<file path="config.mk">
export PLATFORM = sky130hd
export DESIGN_NAME = dmem_arbiter
export DESIGN_NICKNAME = d
export VERILOG_FILES = /design/src/rtl/dmem_arbiter.sv
export SDC_FILE = /design/constraint.sdc
export NUM_CORES = 1
export LEC_CHECK = 0
export CAP_MARGIN = 10
export CORE_AREA = 2 2 118 120
export DETAILED_ROUTE_END_ITERATION = 10
export DIE_AREA = 0 0 120 122
export PLACE_DENSITY = 0.6
export SYNTH_ARGS = -nofsm -noshare
export SYNTH_HDL_FRONTEND = slang
export SYNTH_SLANG_ARGS = --single-unit
</file>
<file path="constraint.sdc">
create_clock -name i_clk -period 1.4 [get_ports i_clk]
set_input_delay 0.14 -clock i_clk [delete_from_list [all_inputs] [get_ports i_clk]]
set_output_delay 0.14 -clock i_clk [all_outputs]
set_load 0.03 [all_outputs]
</file>
<file path="src/rtl/dmem_arbiter.sv">
// -----------------------------------------------------------------------------
// dmem_arbiter
//
// Shares the single data-memory port between the core LSU and a debug/loader
// master. The core has priority by default. A starvation counter makes sure a
// waiting debug request eventually wins. A debug lock gives a debug burst
// exclusive use of the port until the lock is released.
//
// Ports
//   i_clk, i_reset      clock (rising edge), synchronous active-high reset
//   i_core_*            core request: req, wren (1=store), addr, wdata
//   o_core_gnt          core access issued to memory this cycle
//   o_core_rvalid/rdata core load data, one cycle after a load grant
//   o_core_stall        core_req & !core_gnt
//   i_dbg_*             debug request: req, wren, lock, addr, wdata
//   o_dbg_gnt           debug access issued to memory this cycle
//   o_dbg_rvalid/rdata  debug load data, one cycle after a load grant
//   o_mem_*             memory command: req, wren, addr, wdata
//   i_mem_rdata         memory read data, valid one cycle after a load command
// -----------------------------------------------------------------------------
module dmem_arbiter #(
  parameter int ADDR_W   = 32,
  parameter int DATA_W   = 32,
  parameter int MAX_WAIT = 4
) (
  input  logic              i_clk,
  input  logic              i_reset,
  // core LSU
  input  logic              i_core_req,
  input  logic              i_core_wren,
  input  logic [ADDR_W-1:0] i_core_addr,
  input  logic [DATA_W-1:0] i_core_wdata,
  output logic              o_core_gnt,
  output logic              o_core_rvalid,
  output logic [DATA_W-1:0] o_core_rdata,
  output logic              o_core_stall,
  // debug / loader master
  input  logic              i_dbg_req,
  input  logic              i_dbg_wren,
  input  logic              i_dbg_lock,
  input  logic [ADDR_W-1:0] i_dbg_addr,
  input  logic [DATA_W-1:0] i_dbg_wdata,
  output logic              o_dbg_gnt,
  output logic              o_dbg_rvalid,
  output logic [DATA_W-1:0] o_dbg_rdata,
  // data memory
  output logic              o_mem_req,
  output logic              o_mem_wren,
  output logic [ADDR_W-1:0] o_mem_addr,
  output logic [DATA_W-1:0] o_mem_wdata,
  input  logic [DATA_W-1:0] i_mem_rdata
);

  localparam int WCNT_W = $clog2(MAX_WAIT + 1);
  localparam logic [WCNT_W-1:0] WAIT_MAX = WCNT_W'(MAX_WAIT);

  typedef enum logic {
    ST_ARB,
    ST_DBG_BURST
  } state_e;

  typedef enum logic [1:0] {
    OWN_NONE,
    OWN_CORE,
    OWN_DBG
  } owner_e;

  state_e            state_q, state_d;
  logic [WCNT_W-1:0] wait_cnt_q, wait_cnt_d;
  owner_e            owner_q, owner_d;

  logic core_gnt;
  logic dbg_gnt;

  // ---------------------------------------------------------------------------
  // Arbitration and next state
  // ---------------------------------------------------------------------------
  always_comb begin
    core_gnt = 1'b0;
    dbg_gnt  = 1'b0;
    state_d  = state_q;

    case (state_q)
      ST_ARB: begin
        // Debug takes the port when the core is quiet, or once it has been
        // denied MAX_WAIT cycles in a row.
        dbg_gnt  = i_dbg_req & (~i_core_req | (wait_cnt_q == WAIT_MAX));
        core_gnt = i_core_req & ~dbg_gnt;
        if (dbg_gnt && i_dbg_lock) begin
          state_d = ST_DBG_BURST;
        end
      end
      ST_DBG_BURST: begin
        // Exclusive debug ownership; an idle debug master holding the lock
        // keeps the core out.
        dbg_gnt = i_dbg_req;
        if (!i_dbg_lock) begin
          state_d = ST_ARB;
        end
      end
      default: begin
        state_d = ST_ARB;
      end
    endcase
  end

  // ---------------------------------------------------------------------------
  // Starvation counter and read-return owner tag
  // ---------------------------------------------------------------------------
  always_comb begin
    wait_cnt_d = wait_cnt_q;
    if (!i_dbg_req || dbg_gnt) begin
      wait_cnt_d = '0;
    end else if (wait_cnt_q != WAIT_MAX) begin
      wait_cnt_d = wait_cnt_q + WCNT_W'(1);
    end
  end

  always_comb begin
    owner_d = OWN_NONE;
    if (core_gnt && !i_core_wren) begin
      owner_d = OWN_CORE;
    end else if (dbg_gnt && !i_dbg_wren) begin
      owner_d = OWN_DBG;
    end
  end

  always_ff @(posedge i_clk) begin
    if (i_reset) begin
      state_q    <= ST_ARB;
      wait_cnt_q <= '0;
      owner_q    <= OWN_NONE;
    end else begin
      state_q    <= state_d;
      wait_cnt_q <= wait_cnt_d;
      owner_q    <= owner_d;
    end
  end

  // ---------------------------------------------------------------------------
  // Memory command mux: idle fields are forced to zero
  // ---------------------------------------------------------------------------
  always_comb begin
    o_mem_req   = 1'b0;
    o_mem_wren  = 1'b0;
    o_mem_addr  = '0;
    o_mem_wdata = '0;
    if (core_gnt) begin
      o_mem_req   = 1'b1;
      o_mem_wren  = i_core_wren;
      o_mem_addr  = i_core_addr;
      o_mem_wdata = i_core_wdata;
    end else if (dbg_gnt) begin
      o_mem_req   = 1'b1;
      o_mem_wren  = i_dbg_wren;
      o_mem_addr  = i_dbg_addr;
      o_mem_wdata = i_dbg_wdata;
    end
  end

  assign o_core_gnt   = core_gnt;
  assign o_dbg_gnt    = dbg_gnt;
  assign o_core_stall = i_core_req & ~core_gnt;

  // Read data is steered to whichever master owned last cycle's load.
  assign o_core_rvalid = (owner_q == OWN_CORE);
  assign o_dbg_rvalid  = (owner_q == OWN_DBG);
  assign o_core_rdata  = o_core_rvalid ? i_mem_rdata : '0;
  assign o_dbg_rdata   = o_dbg_rvalid  ? i_mem_rdata : '0;

endmodule

</file>
Word level (Yosys, flattened, before mapping):

Index checks and enable logic that the tools add are counted.

* add/sub/neg operators: 1
* multiply operators: 0
* div/mod/pow operators: 0
* $lt $le $gt $ge: 0
* equal/unequal tests: 4
* shift-type cells: 0
* muxes and demuxes: 17
* bitwise logic cells: 8
* reduce and logical (&&, ||, !) cells: 9

Operator list (number)
* $mux 32: 6
* $mux 1: 8
* $not 1->1: 4
* $pmux 1 s2: 2
* $reduce_or 2->1: 2
* $add 3x1->3 const B: 1
* $and 1x1->1: 3
* $eq 3x3->1 const B: 1
* $logic_and 1x1->1: 3
* $logic_not 1->1: 3
* $ne 3x3->1 const B: 1
* $eq 2x1->1 const B: 1
* $eq 2x2->1 const B: 1
* $mux 2: 1
* $logic_or 1x1->1: 1
* $or 1x1->1: 1

* register bits after elaboration: 6
* latch bits: 0
* RAM bits: 0
* ROM bits: 0
* bits of input ports: 167
* output and inout bits: 135
* memories kept: 0

Longest topological paths before layout:

Gate-level depths: netlist (run 1).

* depth after elaboration: 8
* gate-level depth with buffers: 7
* depth with buffers taken out: 5

Worst setup path after synthesis (run 1):

OpenSTA, ideal clock, no wires.

* path type: reg2out
* start point: reg wait_cnt_q[0]
* end point: out o_mem_addr[10]
* arrival time: 1.600 ns
* data required time: 1.260 ns
* path slack: -0.340 ns
* stages on the path, launching flop included: 7
* buffers on the path: 1
* cell sequence: dfxtp_1 > inv_1 > ha_1 > and3_1 > nor2_1 > buf_2 > a22o_1

* cells in the longest elaborated chain, start to end: 7
* elaborated cells between the ends (all ways): 9

RTL lines
* from (decl): RTL line 69 `logic [WCNT_W-1:0] wait_cnt_q, wait_cnt_d;`
* from (signal assigned): RTL line 135 `wait_cnt_q <= wait_cnt_d;`
* $eq 3x3->1: RTL line 87 `dbg_gnt = i_dbg_req & (~i_core_req | (wait_cnt_q == WAIT_MAX));`
* $or 1x1->1: RTL line 87
* $and 1x1->1: RTL line 87
* $not 1->1: RTL line 88 `core_gnt = i_core_req & ~dbg_gnt;`
* $and 1x1->1: RTL line 88
* $mux 1: RTL line 83 `case (state_q)`
* named net o_core_gnt: RTL line 33 `output logic o_core_gnt,`
* $mux 32: RTL line 148 `if (core_gnt) begin`
* to (decl): RTL line 49 `output logic [ADDR_W-1:0] o_mem_addr,`

The timed path passes the listed nets, and every way through them passes these cells.

Final worst setup path (run 1):

* start point: reg wait_cnt_q[0]
* end point: out o_mem_wdata[23]

* cells in the longest elaborated chain, start to end: 7
* elaborated cells between the ends (all ways): 9

RTL lines
* $eq 3x3->1 (*): RTL line 87
* $or 1x1->1 (*): RTL line 87
* $and 1x1->1 (*): RTL line 87
* $not 1->1: RTL line 88
* $and 1x1->1: RTL line 88
* $mux 1: RTL line 83
* $mux 32 (*): RTL line 148
* to (decl): RTL line 50 `output logic [DATA_W-1:0] o_mem_wdata,`

Mark *: on every way between the ends. The rest lies on a longest branch, timed or not.

==> reports/metrics.csv, run 1 <==
stage,metric,value,unit
cts,cts_buffer_depth,2,
job,max_cap_violations,0,
timing,rsz0062_at_grt,true,
timing,min_period,1.84,ns
cts,cts_buffers,3,
power_and_ir_drop,max-vdd-ir-drop,0.000455,V
final_layout,area_growth,334,%
timing,fin_worst_skew,0.000657,ns
logic_synthesis,yosys_warnings,0,
timing,period_share,131,%
logic_synthesis,synthSimpleGateAreaFrac,35.9,%
routing,avgRoutedWirePerCell,16.3,um
logic_synthesis,synth_area_per_cell,7.59,um2
worst_setup_path,worstPathMaxFanout,11,
logic_synthesis,yosysSeqAreaShare,8.65,%
logic_synthesis,synth_top_family_by_area,compound AO/OA/AOI/OAI gates,
global_routing,grt_pass1_vias,2793,
placed_design,place_area,4860,um2
placed_design,dpl.cell_count,662,
worst_setup_path,worstSetupStartpointType,register,
floorplan,die_h,122,um
logic_synthesis,synth-xor-area-share,0,%
final_layout,final_cells,687,
floorplan,core,13500,um2
routing,ant_nets,0,
worst_setup_path,rrSetupSlack,0.03,ns
floorplan,dieWidth,120,um
cts,path_clk_slew,0.03,ns
logic_synthesis,synthDistinctLibCells,23,
placed_design,globalplace.congestion,0.883,
logic_synthesis,syn-cell-area,1390,um2
worst_setup_path,worstSetupPathType,reg -> out,
cts,cts_tree,done,
min_path,worstHoldPathType,in -> reg,
final_layout,nets,678,
routing,drt-total-wl,11200,um
worst_setup_path,cp-end-kind,output pin,
timing,maxSlewViolCount,0,
floorplan,die_area,14600,um2
worst_setup_path,cp_data_arrival_time,1.70,ns
final_layout,design_area,6020,um2
global_routing,grt_overflow,0,
logic_synthesis,synthAdderAreaFrac,1.80,%
status,violations,setup timing,
worst_setup_path,r2r_cells,8,
status,status,"complete, but fails checks",
timing,relSlewSlack,76.7,%
final_layout,antenna_cells,0,
logic_synthesis,synth-compound-area-share,43.0,%
power_and_ir_drop,p_leak,2.69,nW
logic_synthesis,synthCells,183,
routing,first_pass_iters,4,
logic_synthesis,synth_fp_nets,352,
global_routing,grt_pass1_wl,14600,um
timing,timing.fmax,544,MHz
cts,clk_latency,0.23,ns
power_and_ir_drop,total_power,2.85,mW
global_routing,grt_antenna_before_repair,0,
timing,hold_violations,0,
cts,holdBufCountCts,0,
min_path,min_to,state_q$_SDFF_PP0_,
min_path,hold_start,i_dbg_lock,
floorplan,ios,302,
worst_setup_path,r2r-start,wait_cnt_q[0]$_SDFFE_PP0N_,
cts,clkSinkCount,6,
worst_setup_path,cp.required,1.26,ns
min_path,hold_depth,3,
logic_synthesis,ys_seq_elements,6,
cts,htree_levels,1,
worst_setup_path,r2r_end,owner_q[1]$_SDFF_PP0_,
cts,root_buffer,clkbuf_16,
timing,fin_ws,-0.437,ns
logic_synthesis,synthMuxAreaShare,0,%
global_routing,grt_max_degree,34,
placed_design,numPortBuffers,301,
timing,finalSetupViolCount,99,
routing,drtIter0Drc,53,
routing,vias_per_cell,4.04,
floorplan,rows,43,
timing,tightestPinTransition,0.341,ns
power_and_ir_drop,power_density,473,nW/um2
floorplan,start_util,10.3,%
final_layout,drive_gt1_share,56.8,%
routing,vias,2777,
routing,drc,0,
placed_design,dpl.hpwl,8220,um
final_layout,fillers,1266,
global_routing,gr-usage-all-layers,12.5,%
==> placed cells by master, fill, tap and decap left out, drive strengths merged, types with 3 or more instances in the layout <==
cell type	instances
a22o	65
and2	64
buf	169
clkbuf	9
clkdlybuf4s50	166
dfxtp	6
inv	4
nor2	7
nor2b	3
==> logic make-up after synthesis <==
kind of cell | after synthesis
buffers and inverters | 24
adders and majority gates | 2
DFF | 6
and+or+nand+nor | 83
AOI/OAI and AO/OA | 68
==> critical path, cell delays in order, from the launching register on <==
cell     delay (ns)
dfxtp_2        0.31
inv_2          0.06
ha_4           0.14
and3_4         0.20
nor2_4         0.05
buf_8          0.14
buf_16         0.15
a22o_4         0.27
buf_12         0.13
==> repair_timing <==
action	in CTS	in global routing
setup buffers	5	6
endpoints found under the setup margin	112	133
pin swaps	5	46
gates resized for setup	85	106
gates cloned	3	8
==> flip-flops by register name (all words and copies together), names as in the netlist <==
signal,cells
wait_cnt_q,3
owner_q,2
state_q,1
==> how the worst max path moves through the flow <==
stage	cells past startpoint	from	to	slack, ns
finish	8	wait_cnt_q[0]$_SDFFE_PP0N_	o_mem_wdata[23]	-0.44
global route	8	wait_cnt_q[1]$_SDFFE_PP0N_	o_mem_wdata[23]	-0.48
CTS	8	wait_cnt_q[0]$_SDFFE_PP0N_	o_mem_wdata[23]	-0.45
detailed placement	6	i_core_req	o_mem_wdata[31]	-0.43
global placement	6	i_core_req	o_mem_wdata[31]	-0.41
floorplan	7	wait_cnt_q[1]$_SDFFE_PP0N_	o_mem_addr[0]	-0.03
==> layer usage <==
metal | up-vias | wire length (um) | global-route usage (%)
met5 | - | 0 | 0
met4 | 0 | 146 | 3.09
met3 | 14 | 839 | 2.72
met2 | 153 | 6200 | 24.9
met1 | 1281 | 4020 | 13.2
li1 | 1329 | - | -
==> power by group <==
group | internal [mW] | total (mW) | leakage, nW | switching (mW)
Sequential | 0.178 | 0.182 | 0.0510 | 0.00484
Combinational | 1.28 | 2.21 | 2.60 | 0.926
Clock | 0.366 | 0.458 | 0.0370 | 0.0920
Total | 1.83 | 2.85 | 2.69 | 1.02
==> metrics by stage <==
| stage | setup slack [ns] | setup TNS, ns | util (%) | hold WS (ns) |
|---|---|---|---|---|
| final | -0.437 | -27.13 | 44.6 | 0.465 |
| after global routing | -0.482 | -32.62 | 44.6 | 0.500 |
| after CTS | -0.449 | -26.98 | 39.8 | 0.468 |
| after detailed placement | -0.431 | -25.24 | 36.0 | 0.499 |
| after global placement | -0.406 | -24.12 | 36.0 | 0.490 |
| after floorplan | -0.0283 | -1.15 | - | 0.215 |
==> Yosys cell counts <==
cell / number / share of area (%)
a21boi_2: 1 / 0.81
o21a_1: 1 / 0.54
ha_1: 2 / 1.8
nor3b_1: 1 / 0.54
nand2_1: 2 / 0.54
buf_1: 1 / 0.27
nor3_1: 1 / 0.36
and2_1: 64 / 29
inv_1: 4 / 1.1
nor4_1: 1 / 0.45
dfxtp_1: 6 / 8.6
nand2b_1: 2 / 0.90
nor2_1: 7 / 1.9
nor2b_2: 1 / 0.63
buf_6: 5 / 4.1
a2111oi_0: 1 / 0.63
nand4_1: 1 / 0.45
buf_4: 4 / 2.2
clkbuf_1: 6 / 1.6
a22o_1: 65 / 41
nor2b_1: 2 / 0.90
buf_2: 4 / 1.4
and3_1: 1 / 0.45
==> area by class of cell <==
cell class	instances	area [um2]	area share, %
Clock buffer	3	75.1	1.25
Inverter	4	15.0	0.249
Multi-Input combinational cell	153	1800	29.9
Sequential cell	6	126	2.10
Tap cell	180	225	3.74
Timing Repair Buffer	341	3780	62.7
No activity file was read; power rests on OpenSTA's default activity.
==> run 2: changes to the inputs <==
--- a/config.mk
+++ b/config.mk
@@ -9,7 +9,8 @@
 export CORE_AREA = 2 2 118 120
 export DETAILED_ROUTE_END_ITERATION = 10
 export DIE_AREA = 0 0 120 122
-export PLACE_DENSITY = 0.6
+export PLACE_DENSITY = 0.58
+export RECOVER_POWER = 25
 export SYNTH_ARGS = -nofsm -noshare
 export SYNTH_HDL_FRONTEND = slang
 export SYNTH_SLANG_ARGS = --single-unit
==> constraint.sdc (replaced) <==
create_clock -name i_clk -period 1.9 [get_ports i_clk]
set_input_delay 0.19 -clock i_clk [delete_from_list [all_inputs] [get_ports i_clk]]
set_output_delay 0.19 -clock i_clk [all_outputs]
set_load 0.03 [all_outputs]
==> run 2 against run 1 <==
The run still ends with setup timing left. Critical path depth unchanged. Largest cell class unchanged. Flip-flop and latch count unchanged. Count of clock-buffer cells in the layout unchanged. Critical path type unchanged. Global-route usage down 0.27 points.
==> reports/metrics.csv, run 2 (synthesis results as in run 1) <==
stage,metric,value,unit,change
routing,ant_nets,0,,unchanged
final_layout,nets,663,,was 678
final_layout,final_common_cell,clkdlybuf4s50_1,,unchanged
power_and_ir_drop,max-vdd-ir-drop,0.000224,V,was 0.000455 V
routing,avgRoutedWirePerCell,16.8,um,was 16.3 um
cts,clkSinkCount,6,,unchanged
floorplan,die_h,122,um,unchanged
floorplan,ios,302,,unchanged
routing,drt-total-wl,11300,um,was 11200 um
worst_setup_path,worstSetupPathType,reg -> out,,unchanged
routing,drtIter0Drc,61,,was 53
final_layout,design_area,5040,um2,was 6020 um2
status,status,"complete, but fails checks",,unchanged
worst_setup_path,cp_slowest_cell,dfxtp_2,,unchanged
status,violations,setup timing,,unchanged
final_layout,largest_reg_flops,3,,unchanged
timing,timing.fmax,523,MHz,
timing,fin_worst_skew,0.000608,ns,was 0.000657 ns
worst_setup_path,worstPathMaxFanout,14,,was 11
cts,cts_tree,done,,unchanged
min_path,worstHoldPathType,in -> reg,,unchanged
power_and_ir_drop,power_density,374,nW/um2,was 473 nW/um2
timing,maxSlewViolCount,0,,unchanged
timing,rsz0062_at_grt,true,,unchanged
timing,fin_tns_setup,-0.0306,ns,was -27.13 ns
routing,dr_wl_met2,5900,um,was 6200 um
cts,htree_levels,1,,unchanged
timing,finalSetupViolCount,6,,was 99
worst_setup_path,worstSetupStartpointType,register,,unchanged
cts,cts_buffers,3,,unchanged
floorplan,die_area,14600,um2,unchanged
final_layout,area_growth,263,%,was 334%
timing,hold_violations,0,,unchanged
timing,tightestPinTransition,0.397,ns,was 0.341 ns
routing,first_pass_iters,4,,unchanged
placed_design,place_area,4400,um2,was 4860 um2
final_layout,regMostFlops,wait_cnt_q,,unchanged
worst_setup_path,timing.critical_path.mode_cell,buf_12,,
final_layout,drive_gt1_share,36.2,%,was 56.8%
worst_setup_path,path_cells,inv_2 -> ha_4 -> and3_4 -> nor2_4 -> buf_6 -> buf_12 -> a22o_1 -> buf_12,,was inv_2 -> ha_4 -> and3_4 -> nor2_4 -> buf_8 -> buf_16 -> a22o_4 -> buf_12
timing,min_period,1.91,ns,
global_routing,grt_overflow,0,,unchanged
final_layout,reg_top3,"wait_cnt_q: 3 flops, owner_q: 2 flops, state_q: 1 flops",,unchanged
floorplan,core,13500,um2,unchanged
final_layout,finish.utilization,37.3,%,was 44.6%
worst_setup_path,cp.required,1.71,ns,was 1.26 ns
placed_design,pre_cts_ws,0.0144,ns,was -0.431 ns
routing,highest_layer,met4,,unchanged
global_routing,grt_pass1_wl,14000,um,was 14600 um
cts,clk_latency,0.23,ns,about the same
final_layout,layout_common_cells,"clkdlybuf4s50_1 (165), buf_4 (82), and2_1 (64)",,"was clkdlybuf4s50_1 (166), buf_6 (118), a22o_4 (61)"
floorplan,rows,43,,unchanged
timing,fin_ws,-0.0106,ns,was -0.437 ns
global_routing,grt_pass1_vias,2654,,was 2793
routing,met1_length,4120,um,was 4020 um
routing,vias,2744,,was 2777
cts,cts_buffer_depth,2,,unchanged
placed_design,numPortBuffers,301,,unchanged
routing,vias_per_cell,4.08,,was 4.04
global_routing,grt_max_degree,56,,was 34
floorplan,start_util,10.3,%,unchanged
timing,period_share,101,%,
worst_setup_path,cp-end-kind,output pin,,unchanged
cts,root_buffer,clkbuf_16,,unchanged
global_routing,grt_antenna_before_repair,0,,unchanged
routing,drc,0,,unchanged
placed_design,dpl.hpwl,8290,um,was 8220 um
power_and_ir_drop,p_leak,2.28,nW,was 2.69 nW
placed_design,globalplace.congestion,0.755,,was 0.883
cts,path_clk_slew,0.03,ns,about the same
floorplan,dieWidth,120,um,unchanged
routing,wl_met3,1100,um,was 839 um
worst_setup_path,max_stage_delay,0.33,ns,was 0.31 ns
final_layout,antenna_cells,0,,unchanged
global_routing,gr-usage-all-layers,12.2,%,was 12.5%
timing,relSlewSlack,72.9,%,was 76.7%
worst_setup_path,cp_data_arrival_time,1.72,ns,was 1.70 ns
job,max_cap_violations,0,,unchanged
run 2: changes by cell type in the layout (fill, tap and decap cells not counted), sizes merged:
cell           change
buf               -13
clkbuf             -2
clkdlybuf4s50      -1
dlymetal6s2s       +1
run 2: area by class of cell:
cell class | count | area (um2)
fillers | 1364 | 8470
repair buffers | 326 | 3390
multi-input cells | 153 | 1200
well taps | 180 | 225
flip-flops and latches | 6 | 123
clock buffers | 3 | 75.1
inverters | 4 | 15.0
run 2: repair_timing:
action / CTS / global route
gates resized for setup: 42 / 32
setup buffers: 4 / 3
gates cloned: 3 / 7
hold endpoints to repair: 0 / 0
pin swaps: 4 / 39
endpoints found under the setup margin: 65 / 65
hold buffers: 0 / 0
run 2: metrics by stage:
stage | instances | total power [mW] | hold slack [ns]
after floorplan | 183 | 0.668 | 0.265
after global placement | 653 | 1.35 | 0.429
after detailed placement | 653 | 1.35 | 0.449
after CTS | 663 | 1.79 | 0.506
after global routing | 672 | 1.96 | 0.416
final | 672 | 1.88 | 0.388
run 2: metal layers:
metal | global-route usage (%) | vias to the layer above
met5 | 0 | -
met3 | 3.18 | 8
met1 | 12.8 | 1253
met4 | 2.72 | 0
li1 | - | 1295
met2 | 24.3 | 188
run 2: worst max-delay path, delay by kind of cell, from the launching register on:
family / cells / cell delay, ns
buffers and inverters: 4 / 0.49
adders and majority gates: 1 / 0.16
and+or+nand+nor: 2 / 0.33
AOI/OAI and AO/OA: 1 / 0.19
DFF: 1 / 0.33
run 2: report_power, final:
part | internal, mW | leakage [nW] | switching (mW) | total (mW)
Sequential | 0.130 | 0.0497 | 0.00261 | 0.133
Clock | 0.270 | 0.0370 | 0.0691 | 0.339
Combinational | 0.786 | 2.19 | 0.626 | 1.41
run 2: final timing paths:
path | start | end | slack [ns] | cells after the start
max | wait_cnt_q[0]$_SDFFE_PP0N_ | o_mem_wdata[6] | -0.01 | 8
min | i_core_req | owner_q[0]$_SDFF_PP0_ | 0.39 | 3
max reg2reg | wait_cnt_q[0]$_SDFFE_PP0N_ | owner_q[1]$_SDFF_PP0_ | 0.52 | 7
min reg2reg | wait_cnt_q[0]$_SDFFE_PP0N_ | wait_cnt_q[0]$_SDFFE_PP0N_ | 0.51 | 2
==> run 3: changes to the inputs <==
--- a/config.mk
+++ b/config.mk
@@ -5,6 +5,7 @@
 export SDC_FILE = /design/constraint.sdc
 export NUM_CORES = 1
 export LEC_CHECK = 0
+export ABC_CLOCK_PERIOD_IN_PS = 1900
 export CAP_MARGIN = 10
 export CORE_AREA = 2 2 118 120
 export DETAILED_ROUTE_END_ITERATION = 10
==> results of run 3 <==
No change in the layout: final DEF, timing and power equal those of run 2.
==> RTL edit: new RTL, settings of run 3 <==
Change the parameter `MAX_WAIT` from 4 to 8.
--- a/src/rtl/dmem_arbiter.sv
+++ b/src/rtl/dmem_arbiter.sv
@@ -23,3 +23,3 @@
   parameter int DATA_W   = 32,
-  parameter int MAX_WAIT = 4
+  parameter int MAX_WAIT = 8
 ) (
Formal check against the unedited RTL: not equivalent (Yosys sat finds a counterexample within 10 cycles, from zero or initial values and one cycle with i_reset high).
==> RTL edit against run 3 <==
The run still ends with setup timing left; clock skew increased by 0.00054 ns; routed wire length grew 1.1%; final area up 3.2%; worst setup slack got worse by 0.092 ns; power rose by 4.4%; sequential cell count is 1 higher; synthesized area is 3.9% higher; sequential power is 15% higher.
==> RTL edit: results (changes against run 3) <==
Outcome
  – Status: complete, but fails checks (unchanged)
  – Failing checks: setup timing (unchanged)

Logic synthesis
  – Netlist cell types: 22 (was 23)
  – Post-Syn Area per Cell: 7.84 um2 (was 7.59 um2)
  – Sequential share of the synthesized area: 0.0971 (was 0.0865)
  – Top post-synthesis cells by area: a22o_1, and2_1, dfxtp_1 (unchanged)
  – Post-Syn Nets: 353 (was 352)
  – Most frequent cells after synthesis: a22o_1, and2_1, buf_6, dfxtp_1 (was a22o_1, and2_1, nor2_1, clkbuf_1, dfxtp_1)

Placed design
  – HPWL after DPL: 8.39 mm (was 8.29 mm)
  – Final Wtd Congestion: 0.747 (was 0.755)

Layout
  – Fin area: 5190 um2 (was 5040 um2)
  – Largest registers: wait_cnt_q: 4 flops, owner_q: 2 flops, state_q: 1 flops (was wait_cnt_q: 3 flops, owner_q: 2 flops, state_q: 1 flops)
  – Share of cells above drive strength 1: 0.375 (was 0.362)

STA
  – Rel. slew slack: 0.790 (was 0.729)
  – Final setup violation count: 66 (was 6)
  – Final Skew: 0.00114 ns (was 0.000608 ns)
  – Setup ws final: -0.102 ns (was -0.0106 ns)

Global routing
  – First-pass GRT wire length: 15.3 mm (was 14.0 mm)
  – Vias in the first global route: 2787 (was 2654)
  – M3 GR Usage: 0.0342 (was 0.0318)
  – Met2 usage: 0.249 (was 0.243)
  – Largest net degree at the start of global routing: 34 (was 56)
  – Met1 GRT Util: 0.156 (was 0.128)
  – Gr usage total: 0.134 (was 0.122)

Clock network
  – Post-CTS Setup Repair Bufs: 6 (was 4)
  – Post_cts resized: 46 (was 42)

Power and ir drop
  – Reg power frac: 0.078 (was 0.071)
  – Max VDD drop: 0.339 mV (was 0.224 mV)
  – Internal power: 1250 uW (was 1190 uW)
  – Static Leakage: 0.00232 uW (was 0.00228 uW)

Routing
  – WL met2: 5.95 mm (was 5.90 mm)
  – Initial DRC Count: 100 (was 61)
  – WL/cell: 17.0 um (was 16.8 um)
  – Routed WL: 11.4 mm (was 11.3 mm)
  – Vias: 2738 (was 2744)

Worst setup path
  – Top Family by Delay on Critical Path: simple AND/OR/NAND/NOR gates (was buffers and inverters)
  – Crit-path max FO: 28 (was 14)
  – Flop2flop setup slack: 0.27 ns (was 0.52 ns)
  – CP endpoint: o_mem_addr[7] (was o_mem_wdata[6])

Min path
  – HP Start: i_dbg_lock (was i_core_req)
-- RTL edit: changes by cell type after synthesis, sizes merged --
| cell | change |
|---|---|
| nand3 | +1 |
| dfxtp | +1 |
| a21boi | -1 |
| xor2 | +1 |
| nor2 | -1 |
| a21o | +1 |
| nand4 | -1 |
| and4b | +1 |
| nand2 | -2 |
| nand4b | +1 |
| xnor2 | +1 |
| nor3 | -1 |
| and3 | -1 |
| nand3b | +1 |
-- RTL edit: cells by family after synthesis --
| logic type | count (synthesis) | share of synthesized area |
|---|---|---|
| xor+xnor | 2 | 0.0121 |
| fa+ha+maj | 2 | 0.0173 |
| compound gates | 68 | 0.411 |
| flops | 7 | 0.0971 |
| buf+inv | 24 | 0.114 |
| simple gates | 81 | 0.349 |
-- RTL edit: worst reg2reg max path: cells and delay by family, from the launching register on --
kind | cells | cell delay (ns)
DFF | 1 | 0.31
adders and majority gates | 1 | 0.13
and+or+nand+nor | 2 | 0.47
AOI/OAI and AO/OA | 1 | 0.23
buffers and inverters | 3 | 0.39
-- RTL edit: cell type report --
| type | count | area [um2] |
|---|---|---|
| Clock buffer | 4 | 78.8 |
| Fill cell | 1374 | 8310 |
| Inverter | 4 | 15.0 |
| Multi-Input combinational cell | 153 | 1310 |
| Sequential cell | 7 | 143 |
| Tap cell | 180 | 225 |
| Timing Repair Buffer | 325 | 3430 |
-- RTL edit: stage by stage --
stage          utilization  hold slack (ns)  power (uW)  worst slack (ns)  TNS, ns
4_1_cts              0.375            0.516        1940            -0.167    -8.86
6_report             0.385            0.510        1970            -0.102    -4.81
3_3_place_gp         0.335            0.502        1410           -0.0615    -1.19
2_1_floorplan            -            0.265         693            0.0890        0
3_5_place_dp         0.335            0.520        1410           -0.0498   -0.478
5_1_grt              0.385            0.532        2050            -0.161    -8.36
